File: src/rtl/jedro_1_dmem_arbiter.sv
// jedro_1_dmem_arbiter: round-robin arbiter sharing the single-port data RAM
// between the load-store unit (requester 0) and a second bus master
// (requester 1). The RAM request is registered. A {valid, owner} pipeline
// sends each read response back to the requester that issued it.
module jedro_1_dmem_arbiter #(
    parameter int DATA_WIDTH       = 32,
    parameter int ADDR_WIDTH       = 32,
    parameter int RAM_READ_LATENCY = 1
) (
    input  logic                    clk_i,
    input  logic                    rst_i,
    // requester 0
    input  logic                    req_0_i,
    input  logic [DATA_WIDTH/8-1:0] we_0_i,
    input  logic [ADDR_WIDTH-1:0]   addr_0_i,
    input  logic [DATA_WIDTH-1:0]   wdata_0_i,
    output logic                    gnt_0_o,
    output logic                    rvalid_0_o,
    output logic [DATA_WIDTH-1:0]   rdata_0_o,
    // requester 1
    input  logic                    req_1_i,
    input  logic [DATA_WIDTH/8-1:0] we_1_i,
    input  logic [ADDR_WIDTH-1:0]   addr_1_i,
    input  logic [DATA_WIDTH-1:0]   wdata_1_i,
    output logic                    gnt_1_o,
    output logic                    rvalid_1_o,
    output logic [DATA_WIDTH-1:0]   rdata_1_o,
    // RAM side
    output logic                    ram_stb_o,
    output logic [DATA_WIDTH/8-1:0] ram_we_o,
    output logic [ADDR_WIDTH-1:0]   ram_addr_o,
    output logic [DATA_WIDTH-1:0]   ram_wdata_o,
    input  logic [DATA_WIDTH-1:0]   ram_rdata_i
);

    localparam int BE_W = DATA_WIDTH / 8;
    localparam int LAT  = RAM_READ_LATENCY;

    // Round-robin pointer: the requester favoured under contention.
    logic                  r_ptr;

    logic                  w_gnt_0;
    logic                  w_gnt_1;
    logic                  w_gnt;
    logic                  w_id;
    logic                  w_rd;
    logic [BE_W-1:0]       w_we;
    logic [ADDR_WIDTH-1:0] w_addr;
    logic [DATA_WIDTH-1:0] w_wdata;

    // Stage i of the response pipeline holds {valid, owner}. The last stage
    // lines up with the cycle in which ram_rdata_i is valid.
    logic [LAT:0]          r_vld_pipe;
    logic [LAT:0]          r_own_pipe;

    // Grant decision and winner mux. This is purely a function of the
    // requests, the pointer and reset, so RAM read data cannot reach it.
    always_comb begin
        w_gnt_0 = !rst_i && req_0_i && (!req_1_i || !r_ptr);
        w_gnt_1 = !rst_i && req_1_i && (!req_0_i ||  r_ptr);
        w_gnt   = w_gnt_0 || w_gnt_1;
        w_id    = w_gnt_1;
        w_we    = w_id ? we_1_i    : we_0_i;
        w_addr  = w_id ? addr_1_i  : addr_0_i;
        w_wdata = w_id ? wdata_1_i : wdata_0_i;
        w_rd    = w_gnt && (w_we == '0);
    end

    assign gnt_0_o = w_gnt_0;
    assign gnt_1_o = w_gnt_1;

    // Pointer moves to the other requester after every grant and holds when idle.
    always_ff @(posedge clk_i or posedge rst_i) begin
        if (rst_i)        r_ptr <= 1'b0;
        else if (w_gnt_0) r_ptr <= 1'b1;
        else if (w_gnt_1) r_ptr <= 1'b0;
    end

    // Register the winning access. Address and data hold when idle, so the
    // RAM pins only toggle on real accesses.
    always_ff @(posedge clk_i or posedge rst_i) begin
        if (rst_i) begin
            ram_stb_o   <= 1'b0;
            ram_we_o    <= '0;
            ram_addr_o  <= '0;
            ram_wdata_o <= '0;
        end else begin
            ram_stb_o <= w_gnt;
            ram_we_o  <= w_gnt ? w_we : '0;
            if (w_gnt) begin
                ram_addr_o  <= w_addr;
                ram_wdata_o <= w_wdata;
            end
        end
    end

    // Read tracking shift register. Reset wipes any reads still in flight.
    always_ff @(posedge clk_i or posedge rst_i) begin
        if (rst_i) begin
            r_vld_pipe <= '0;
            r_own_pipe <= '0;
        end else begin
            r_vld_pipe <= {r_vld_pipe[LAT-1:0], w_rd};
            r_own_pipe <= {r_own_pipe[LAT-1:0], w_id};
        end
    end

    // Route the returning word to its owner. The idle requester sees zero data.
    always_comb begin
        rvalid_0_o = r_vld_pipe[LAT] && !r_own_pipe[LAT];
        rvalid_1_o = r_vld_pipe[LAT] &&  r_own_pipe[LAT];
        rdata_0_o  = rvalid_0_o ? ram_rdata_i : '0;
        rdata_1_o  = rvalid_1_o ? ram_rdata_i : '0;
    end

endmodule

File: config.mk
export PLATFORM = sky130hd
export DESIGN_NAME = jedro_1_dmem_arbiter
export DESIGN_NICKNAME = d
export VERILOG_FILES = /design/src/rtl/jedro_1_dmem_arbiter.sv
export SDC_FILE = /design/constraint.sdc
export NUM_CORES = 1
export LEC_CHECK = 0
export ABC_AREA = 1
export CORE_AREA = 8 8 118 120
export CTS_BUF_LIST = sky130_fd_sc_hd__clkbuf_16
export CTS_CLUSTER_DIAMETER = 30
export DETAILED_ROUTE_END_ITERATION = 7
export DIE_AREA = 0 0 126 128
export GPL_TIMING_DRIVEN = 1
export PLACE_DENSITY_LB_ADDON = 0.12
export SYNTH_ARGS = -nofsm -noshare
export SYNTH_HDL_FRONTEND = slang
export SYNTH_SLANG_ARGS = --single-unit
File: constraint.sdc
create_clock -name clk_i -period 2.35 [get_ports clk_i]
set_input_delay 0.47 -clock clk_i [delete_from_list [all_inputs] [get_ports clk_i]]
set_output_delay 0.47 -clock clk_i [all_outputs]
set_load 0.005 [all_outputs]
==> metrics.txt, run 1 <==
Net Count, Synth=799; f_max=446 MHz; core box area=12200 um2; htree depth=3; Leakage Power=3.83 nW; dpl cell area=7240 um2; Synth top area share=46.1%; Placement Setup Slack=58.2 ps; synth top area cells=dfrtp_1 (46%), nand2_1 (37%), nor2_1 (6.5%); cell-internal power=0.00295 W; Final Wtd Congestion=0.853; WL final=16400 um; CTS tree=yes; Sum Neg Setup Slack=0 ps; Final ANT Viol Nets=0; Port Buffers=308; final hold viol count=0; Yosys Warn Count=0; simple-gate portion of the synthesized area=44.3%; layout cells sized above 1=3.56%; peak supply drop=0.295 mV; largest family of logic cells by synthesized area=simple AND/OR/NAND/NOR gates; hold_sp=r_own_pipe[0]; Flop pwr share=38.3%; Critical Path End Type=output pin; Max-cap violations=0; Yosys reg bits=74; Max Clock Skew=9.59 ps; Post-Syn Instances=627; initial antenna violation count=1; Sw Share=26.5%; Mean Syn Cell Area=6.41 um2; crit share post-route=95.4%; Hold Path Sink=r_own_pipe[1]; Adder-Cell Fraction of Synth Area=0%; Worst setup SP type=primary input; Setup violations, final=0; worst hold path class=flip-flop to flip-flop; drc violations=0; largest area contributor in the netlist=dfrtp_1; Die X=126 um; worst r2r src=r_ptr; RSZ-0062 raised after global routing=false; Crit path arrival time=1770 ps; Syn Std Cell Area=4020 um2; Slew headroom=38.2%; Synth cell types=17; clock sink count=74; Hold Crit Depth=0; Via density=4.43; switching power of the nets=0.00107 W; slew at the pin closest to its max-slew limit=927 ps; clock root buffer=clkbuf_16; R2R Path End=r_vld_pipe[0]; global-route wire length before repair=25600 um; P per Cell Area=534 nW/um2; sequential area share after synthesis=46.1%; hpwl dp=13100 um; via count=4779; drt pass-1 iters=4; Site Rows=41; final worst slack=108 ps; Synth-to-Final Area Change=87.4%; combinational share of power=29.3%; Crit Path Category=primary input to output pin; fin nets=1096; status=finished, final reports clean; Initial Util=32.9%; post-CTS setup buffers=0; CTS Buf Count=9; Critical Path RT=1880 ps; multiplexer share of the synthesized area=0%; Reg clk slew, reported paths=50 ps; vias in the first global route=4759; Pins Over Slew Limit=0; die area=16100 um2; CP max FO=2; Die Y=128 um; CTS max path bufs=2; initial drt markers=196; post-DR wirelength/cell=15.2 um; Congestion Overflow GR=0; clock latency on the worst-skew pair=320 ps; Pwr Total=0.00402 W; clock share of power=32.4%; I/O pin cnt=309; fin area=7530 um2; largest net degree at the start of global routing=75; complex-gate fraction of the synthesized area=0.778%; Final Hold Slack=348 ps; post-synthesis xor/xnor area fraction=0%; All-Layer GR Usage=19.9%; r2r setup slk=560 ps; Final min period=2240 ps; R2R depth=8
-- routing by layer --
layer  share of wire, %  vias up  GRT usage (%)
met3                7.4       25           6.07
met2                 50      204           36.2
met5                  0        -              0
li1                   -     2417              -
met1                 40     2133           21.2
met4                2.6        0           7.86
-- layout by cell type, fill, tap and decap left out --
master / n
bufinv_16: 1
dlymetal6s2s_1: 1
nand3_1: 2
o21bai_1: 1
diode_2: 1
nand2_1: 394
nand3b_1: 1
o21ai_4: 1
dfrtp_1: 74
clkdlybuf4s50_1: 307
clkbuf_16: 9
nor2_1: 70
buf_12: 3
buf_6: 1
o21ai_1: 2
nand2_4: 1
a21oi_1: 1
inv_2: 3
buf_4: 8
inv_1: 41
nor2_4: 1
clkinvlp_4: 3
clkinv_2: 2
-- what timing repair did --
item / in CTS / in global routing
setup endpoints to repair: 0 / 17
resized for setup: 0 / 2
hold buffers: 0 / 0
-- flip-flops by register name, indices dropped and copies added, names as in the netlist --
register,cells
r_vld_pipe,2
r_ptr,1
r_own_pipe,2
ram_stb_o,1
ram_wdata_o,32
ram_we_o,4
ram_addr_o,32
-- worst max-delay path by stage --
stage	start	end	slack [ps]	cells after the start
after floorplan	rst_i	ram_addr_o[10]	140	7
after global placement	rst_i	gnt_0_o	90	5
after detailed placement	req_0_i	r_vld_pipe[0]	60	8
after CTS	r_own_pipe[1]	rdata_0_o[30]	40	5
after global routing	r_own_pipe[1]	rdata_0_o[30]	30	5
final	req_1_i	gnt_1_o	110	6
-- logic make-up (layout without fill, tap and decap cells) --
logic type,count (synthesis),in the layout
simple gates,469,469
compound gates,5,5
other cells,0,1
buf+inv,79,379
flops,74,74
-- cell type report --
class                   count  area (um2)
multi-input cells         474        1820
diodes                      1        2.50
flip-flops and latches     74        1850
clock inverters             5        57.6
well taps                 150         188
repair buffers            320        3220
clock buffers               9         225
inverters                  45         170
fillers                  1106        4680
-- power by group through the flow --
stage / combinational, W / clock [W] / sequential (W)
after floorplan: 0.000395 / 0 / 0.00157
after global placement: 0.00118 / 0 / 0.00155
after detailed placement: 0.00119 / 0 / 0.00156
after CTS: 0.00120 / 0.00135 / 0.00154
after global routing: 0.00130 / 0.00141 / 0.00156
final: 0.00118 / 0.00130 / 0.00154
-- metrics by stage --
step / util (%) / cells
after floorplan: - / 627
after global placement: 59.3 / 1063
after detailed placement: 59.3 / 1063
after CTS: 61.6 / 1077
after global routing: 61.7 / 1078
final: 61.7 / 1078
-- critical path, cell delays in order --
cell	delay, ps
clkdlybuf4s50_1	490
inv_2	70
nor2_4	110
nand2_4	60
inv_2	70
clkdlybuf4s50_1	500
-- synthesized netlist by cell type (all sizes together) --
cell type	count
nand2	395
dfrtp	74
nor2	71
inv	45
buf	22
clkbuf	12
o21ai	3
nand3	2
a21oi	1
nand3b	1
o21bai	1
No activity file was read; power rests on OpenSTA's default activity.
==> run 2: changes to the inputs <==
--- a/config.mk
+++ b/config.mk
@@ -11,8 +11,10 @@
 export CTS_CLUSTER_DIAMETER = 30
 export DETAILED_ROUTE_END_ITERATION = 7
 export DIE_AREA = 0 0 126 128
+export GPL_ROUTABILITY_DRIVEN = 0
 export GPL_TIMING_DRIVEN = 1
 export PLACE_DENSITY_LB_ADDON = 0.12
+export SETUP_SLACK_MARGIN = 0.05
 export SYNTH_ARGS = -nofsm -noshare
 export SYNTH_HDL_FRONTEND = slang
 export SYNTH_SLANG_ARGS = --single-unit
==> run 2 against run 1 <==
Wire length barely moved. Non-clock buffer count did not move. Largest cell class unchanged. Global-route usage did not move. Power barely moved. Worst setup slack did not move. Maximum frequency did not move. Clock-buffer cell count did not move. Utilization barely moved.
==> metrics.txt, run 2 (same netlist as run 1, synthesis figures left out) <==
status=finished, final reports clean (unchanged); Placed Cells=1063 (unchanged); Via density=4.43 (about the same); largest net degree at the start of global routing=75 (unchanged); Die Y=128 um (unchanged); Critical Path End Type=output pin (unchanged); Port Buffers=308 (unchanged); Critical Path RT=1880 ps (about the same); delay-heaviest family, CP=buffers and inverters (unchanged); Sequential cell area=1850 um2 (unchanged); filler cell count=1105 (was 1106); post-DR wirelength/cell=15.2 um (about the same); f_max=446 MHz (unchanged); Final Hold Slack=348 ps (about the same); peak supply drop=0.295 mV (about the same); global-route wire length before repair=25600 um (unchanged); commonest non-fill, non-tap cell in the layout=nand2_1 (unchanged); Crit Path Category=primary input to output pin (unchanged); fin area=7540 um2 (was 7530 um2); I/O pin cnt=309 (unchanged); clock latency on the worst-skew pair=320 ps (about the same); Synth-to-Final Area Change=87.5% (was 87.4%); slew at the pin closest to its max-slew limit=928 ps (was 927 ps); Initial Util=32.9% (unchanged); clock root buffer=clkbuf_16 (unchanged); Site Rows=41 (unchanged); P per Cell Area=533 nW/um2 (was 534 nW/um2); initial drt markers=199 (was 196); # hold bufs at CTS=0 (unchanged); Max stage delay cell, worst path=clkdlybuf4s50_1 (unchanged); post-layout util=61.7% (about the same); Pins Over Slew Limit=0 (unchanged); CP max FO=2 (unchanged); cells along the critical path=clkdlybuf4s50_1 > inv_2 > nor2_4 > nand2_4 > inv_2 > clkdlybuf4s50_1 (unchanged); Slew headroom=38.1% (was 38.2%); Setup violations, final=0 (unchanged); drc violations=0 (unchanged); buffers plus inverters on the worst setup path=4 (unchanged); CTS Buf Count=9 (unchanged); hpwl dp=13100 um (unchanged); final hold viol count=0 (unchanged); biggest regs=ram_addr_o: 32 flops, ram_wdata_o: 32 flops, ram_we_o: 4 flops (unchanged); Reg clk slew, reported paths=50 ps (about the same); Worst setup SP type=primary input (unchanged); clock sink count=74 (unchanged); Crit path arrival time=1770 ps (about the same); htree depth=3 (unchanged); post-CTS setup buffers=0 (unchanged); CTS tree=yes (unchanged); Leakage Power=3.85 nW (was 3.83 nW); RSZ-0062 raised after global routing=false (unchanged); die area=16100 um2 (unchanged); drt pass-1 iters=4 (unchanged); commonest cells after routing, fill and taps aside=nand2_1 (394), clkdlybuf4s50_1 (306), dfrtp_1 (74) (was nand2_1 (394), clkdlybuf4s50_1 (307), dfrtp_1 (74)); crit share post-route=95.4% (unchanged); CTS max path bufs=2 (unchanged); worst hold path class=flip-flop to flip-flop (unchanged); All-Layer GR Usage=19.9% (unchanged); Max-cap violations=0 (unchanged); area of the multi-input gates=1820 um2 (about the same); via count=4775 (was 4779); Sum Neg Setup Slack=0 ps (unchanged); max incr delay on CP=500 ps (about the same); Final min period=2240 ps (unchanged); WL final=16400 um (about the same); Congestion Overflow GR=0 (unchanged); dpl cell area=7240 um2 (unchanged); Final ANT Viol Nets=0 (unchanged); initial antenna violation count=1 (unchanged); core box area=12200 um2 (unchanged); Layout Cells excl Fill=1078 (unchanged); Die X=126 um (unchanged); layout cells sized above 1=3.67% (was 3.56%); vias in the first global route=4759 (unchanged); fin nets=1096 (unchanged); Max Clock Skew=9.03 ps (was 9.59 ps)
run 2: cell count changes in the layout (fill, tap and decap cells not counted):
cell	change
clkdlybuf4s50_1	-1
dlymetal6s2s_1	+1
nor2_1	-1
nor2_2	+1
run 2: power breakdown:
part / switching (W) / internal [W]
Combinational: 0.000482 / 0.000696
Sequential: 0.0000900 / 0.00145
Clock: 0.000495 / 0.000807
run 2: worst paths after layout:
path                       slack, ps             end          start  depth (start not counted)
setup / recovery                 110         gnt_1_o        req_1_i                          6
hold / removal                   350   r_own_pipe[1]  r_own_pipe[0]                          0
min in group asynchronous        540           r_ptr          rst_i                          3
setup reg to reg                 560   r_vld_pipe[0]          r_ptr                          8
hold reg to reg                  350   r_own_pipe[1]  r_own_pipe[0]                          0
max in group asynchronous       1210  ram_addr_o[27]          rst_i                          3
run 2: routing by layer:
layer | global-route usage (%) | wire length [um] | part of all wire (%)
met5 | 0 | 0 | 0
met3 | 6.07 | 1210 | 7.4
met4 | 7.86 | 424 | 2.6
met1 | 21.2 | 6470 | 40
met2 | 36.2 | 8270 | 50
run 2: repair_timing:
action / 4_1_cts / 5_1_grt
gates cloned: 0 / 0
endpoints found under the hold margin: 0 / 0
endpoints found under the setup margin: 1 / 13
gates resized for setup: 1 / 3
run 2: per-stage QoR:
step	setup slack, ps	total power, W
after global placement	93.5	0.00273
after global routing	50.8	0.00427
final	108	0.00402
after floorplan	140	0.00197
after CTS	55.9	0.00408
after detailed placement	58.2	0.00275
run 2: final cells by class:
type                    count  share of cell area [%]
diodes                      1                  0.0332
clock buffers               9                    2.99
clock inverters             5                   0.764
inverters                  45                    2.26
multi-input cells         474                    24.2
flip-flops and latches     74                    24.6
well taps                 150                    2.49
repair buffers            320                    42.7
==> run 3: changes to the inputs <==
--- a/config.mk
+++ b/config.mk
@@ -13,8 +13,10 @@
 export DIE_AREA = 0 0 126 128
 export GPL_ROUTABILITY_DRIVEN = 0
 export GPL_TIMING_DRIVEN = 1
+export MAX_ROUTING_LAYER = met4
 export PLACE_DENSITY_LB_ADDON = 0.12
 export SETUP_SLACK_MARGIN = 0.05
+export SLEW_MARGIN = 40
 export SYNTH_ARGS = -nofsm -noshare
 export SYNTH_HDL_FRONTEND = slang
 export SYNTH_SLANG_ARGS = --single-unit
==> run 3 against run 2 <==
Final cell count is essentially flat. Combinational power is essentially flat. Clock-buffer cell count is the same. Worst setup slack gained 30 ps. Flip-flop and latch count is the same. Critical path type is now flip-flop to output pin. Critical endpoint is now rdata_0_o[17]. Largest cell class unchanged.
==> metrics.txt, run 3 (same netlist as run 1, synthesis figures left out) <==
status=finished, final reports clean (unchanged); CP max FO=32 (was 2); Port Buffers=308 (unchanged); worst hold path class=flip-flop to flip-flop (unchanged); drc violations=0 (unchanged); I/O pin cnt=309 (unchanged); vias in the first global route=4827 (was 4759); initial antenna violation count=1 (unchanged); Placed Cells=1063 (unchanged); Max-cap violations=0 (unchanged); CTS max path bufs=2 (unchanged); Final min period=2210 ps (was 2240 ps); Slew headroom=54.0% (was 38.1%); Sum Neg Setup Slack=0 ps (unchanged); final hold viol count=0 (unchanged); clock latency on the worst-skew pair=330 ps (was 320 ps); Die X=126 um (unchanged); slew at the pin closest to its max-slew limit=690 ps (was 928 ps); wl on met1=6440 um (was 6470 um); WL final=16400 um (about the same); Final ANT Viol Nets=0 (unchanged); layout cells sized above 1=3.66% (was 3.67%); htree depth=3 (unchanged); core box area=12200 um2 (unchanged); filler cell count=1124 (was 1105); Die Y=128 um (unchanged); Met3 Wirelength=1210 um (unchanged); # hold bufs at CTS=0 (unchanged); Worst setup SP type=flip-flop (was primary input); hpwl dp=13000 um (was 13100 um); commonest cells after routing, fill and taps aside=nand2_1 (394), clkdlybuf4s50_1 (304), dfrtp_1 (74) (was nand2_1 (394), clkdlybuf4s50_1 (306), dfrtp_1 (74)); post-layout util=62.0% (was 61.7%); Reg clk slew, reported paths=50 ps (about the same); Hold Crit Depth=0 (unchanged); Congestion Overflow GR=0 (unchanged); Site Rows=41 (unchanged); hold_sp=r_vld_pipe[0] (was r_own_pipe[0]); Crit Path Category=flip-flop to output pin (was primary input to output pin); f_max=452 MHz (was 446 MHz); P per Cell Area=547 nW/um2 (was 533 nW/um2); Pins Over Slew Limit=0 (unchanged); CTS tree=yes (unchanged); global-route wire length before repair=25500 um (was 25600 um); Critical Path End Type=output pin (unchanged); Crit path arrival time=1740 ps (was 1770 ps); Hold Path Sink=r_vld_pipe[1] (was r_own_pipe[1]); Initial Util=32.9% (unchanged); peak supply drop=0.287 mV (was 0.295 mV); via count=4787 (was 4775); drt pass-1 iters=6 (was 4); Placement Setup Slack=59.3 ps (was 58.2 ps); Synth-to-Final Area Change=88.4% (was 87.5%); r2r setup slk=570 ps (was 560 ps); Critical Path RT=1880 ps (about the same); clock root buffer=clkbuf_16 (unchanged); post-DR wirelength/cell=15.2 um (about the same); R2R depth=8 (unchanged); Setup violations, final=0 (unchanged); R2R Path End=r_vld_pipe[0] (unchanged); die area=16100 um2 (unchanged); top sig layer=met4 (unchanged); Layout Cells excl Fill=1079 (was 1078); CTS Buf Count=9 (unchanged); RSZ-0062 raised after global routing=false (unchanged); initial drt markers=180 (was 199); commonest non-fill, non-tap cell in the layout=nand2_1 (unchanged); final worst slack=138 ps (was 108 ps); fin nets=1096 (unchanged); largest net degree at the start of global routing=75 (unchanged); Via density=4.44 (was 4.43); All-Layer GR Usage=20.5% (was 19.9%); Leakage Power=3.90 nW (was 3.85 nW); Max Clock Skew=8.66 ps (was 9.03 ps); biggest regs=ram_addr_o: 32 flops, ram_wdata_o: 32 flops, ram_we_o: 4 flops (unchanged); worst r2r src=r_ptr (unchanged); crit share post-route=94.1% (was 95.4%); Met2 Wirelength=8230 um (was 8270 um); clock sink count=74 (unchanged)
[run 3: cell count changes in the layout (fill, tap and decap cells not counted), sizes merged]
cell,previous run,this run
inv,44,45
clkinvlp,3,2
clkdlybuf4s50,306,304
dlymetal6s2s,2,4
bufinv,1,2
[run 3: metal layers]
metal | global-route usage, % | vias up
li1 | - | 2418
met1 | 21.0 | 2142
met2 | 36.4 | 199
met3 | 6.57 | 28
met4 | 7.29 | 0
met5 | - | -
[run 3: critical path, stage by stage (launching register included)]
cell             delay (ps)
dfrtp_1                 380
nor2_1                  140
inv_1                    70
buf_6                   180
nor2_1                  120
clkdlybuf4s50_1         530
[run 3: timing repair]
action	4_1_cts	5_1_grt
setup endpoints to repair	2	4
cloned	0	0
resized for setup	2	4
buffers inserted	0	0
[run 3: how the worst max path moves through the flow]
stage                   from             end  slack, ps  depth (start not counted)
6_report       r_own_pipe[1]   rdata_0_o[17]        140                          5
4_1_cts              req_1_i         gnt_1_o         60                          6
3_5_place_dp           rst_i         gnt_0_o         60                          5
2_1_floorplan          rst_i  ram_addr_o[10]        140                          7
5_1_grt        r_own_pipe[1]    rdata_0_o[0]         50                          5
3_3_place_gp           rst_i         gnt_0_o         90                          5
[run 3: per-stage QoR]
step | total power, W | cell area [um2] | hold slack [ps]
after floorplan | 0.00197 | 4020 | 331
after global placement | 0.00273 | 7240 | 334
after detailed placement | 0.00275 | 7240 | 337
after CTS | 0.00420 | 7560 | 352
after global routing | 0.00439 | 7570 | 365
final | 0.00414 | 7570 | 350
[run 3: power breakdown]
part,leakage (nW),switching [W],internal (W)
logic,2.83,0.000481,0.000697
clock network,0.149,0.000505,0.000917
registers,0.920,0.0000913,0.00145
total,3.90,0.00108,0.00306
[run 3: final cells by class]
cell class	instances	area [um2]	share of cell area, %
timing repair buffer	320	3230	42.6
sequential	74	1850	24.5
multi-input combinational	474	1820	24.1
clock buffer	9	225	2.97
tap	150	188	2.48
inverter	45	170	2.25
clock inverter	6	83.8	1.11
antenna	1	2.50	0.0330
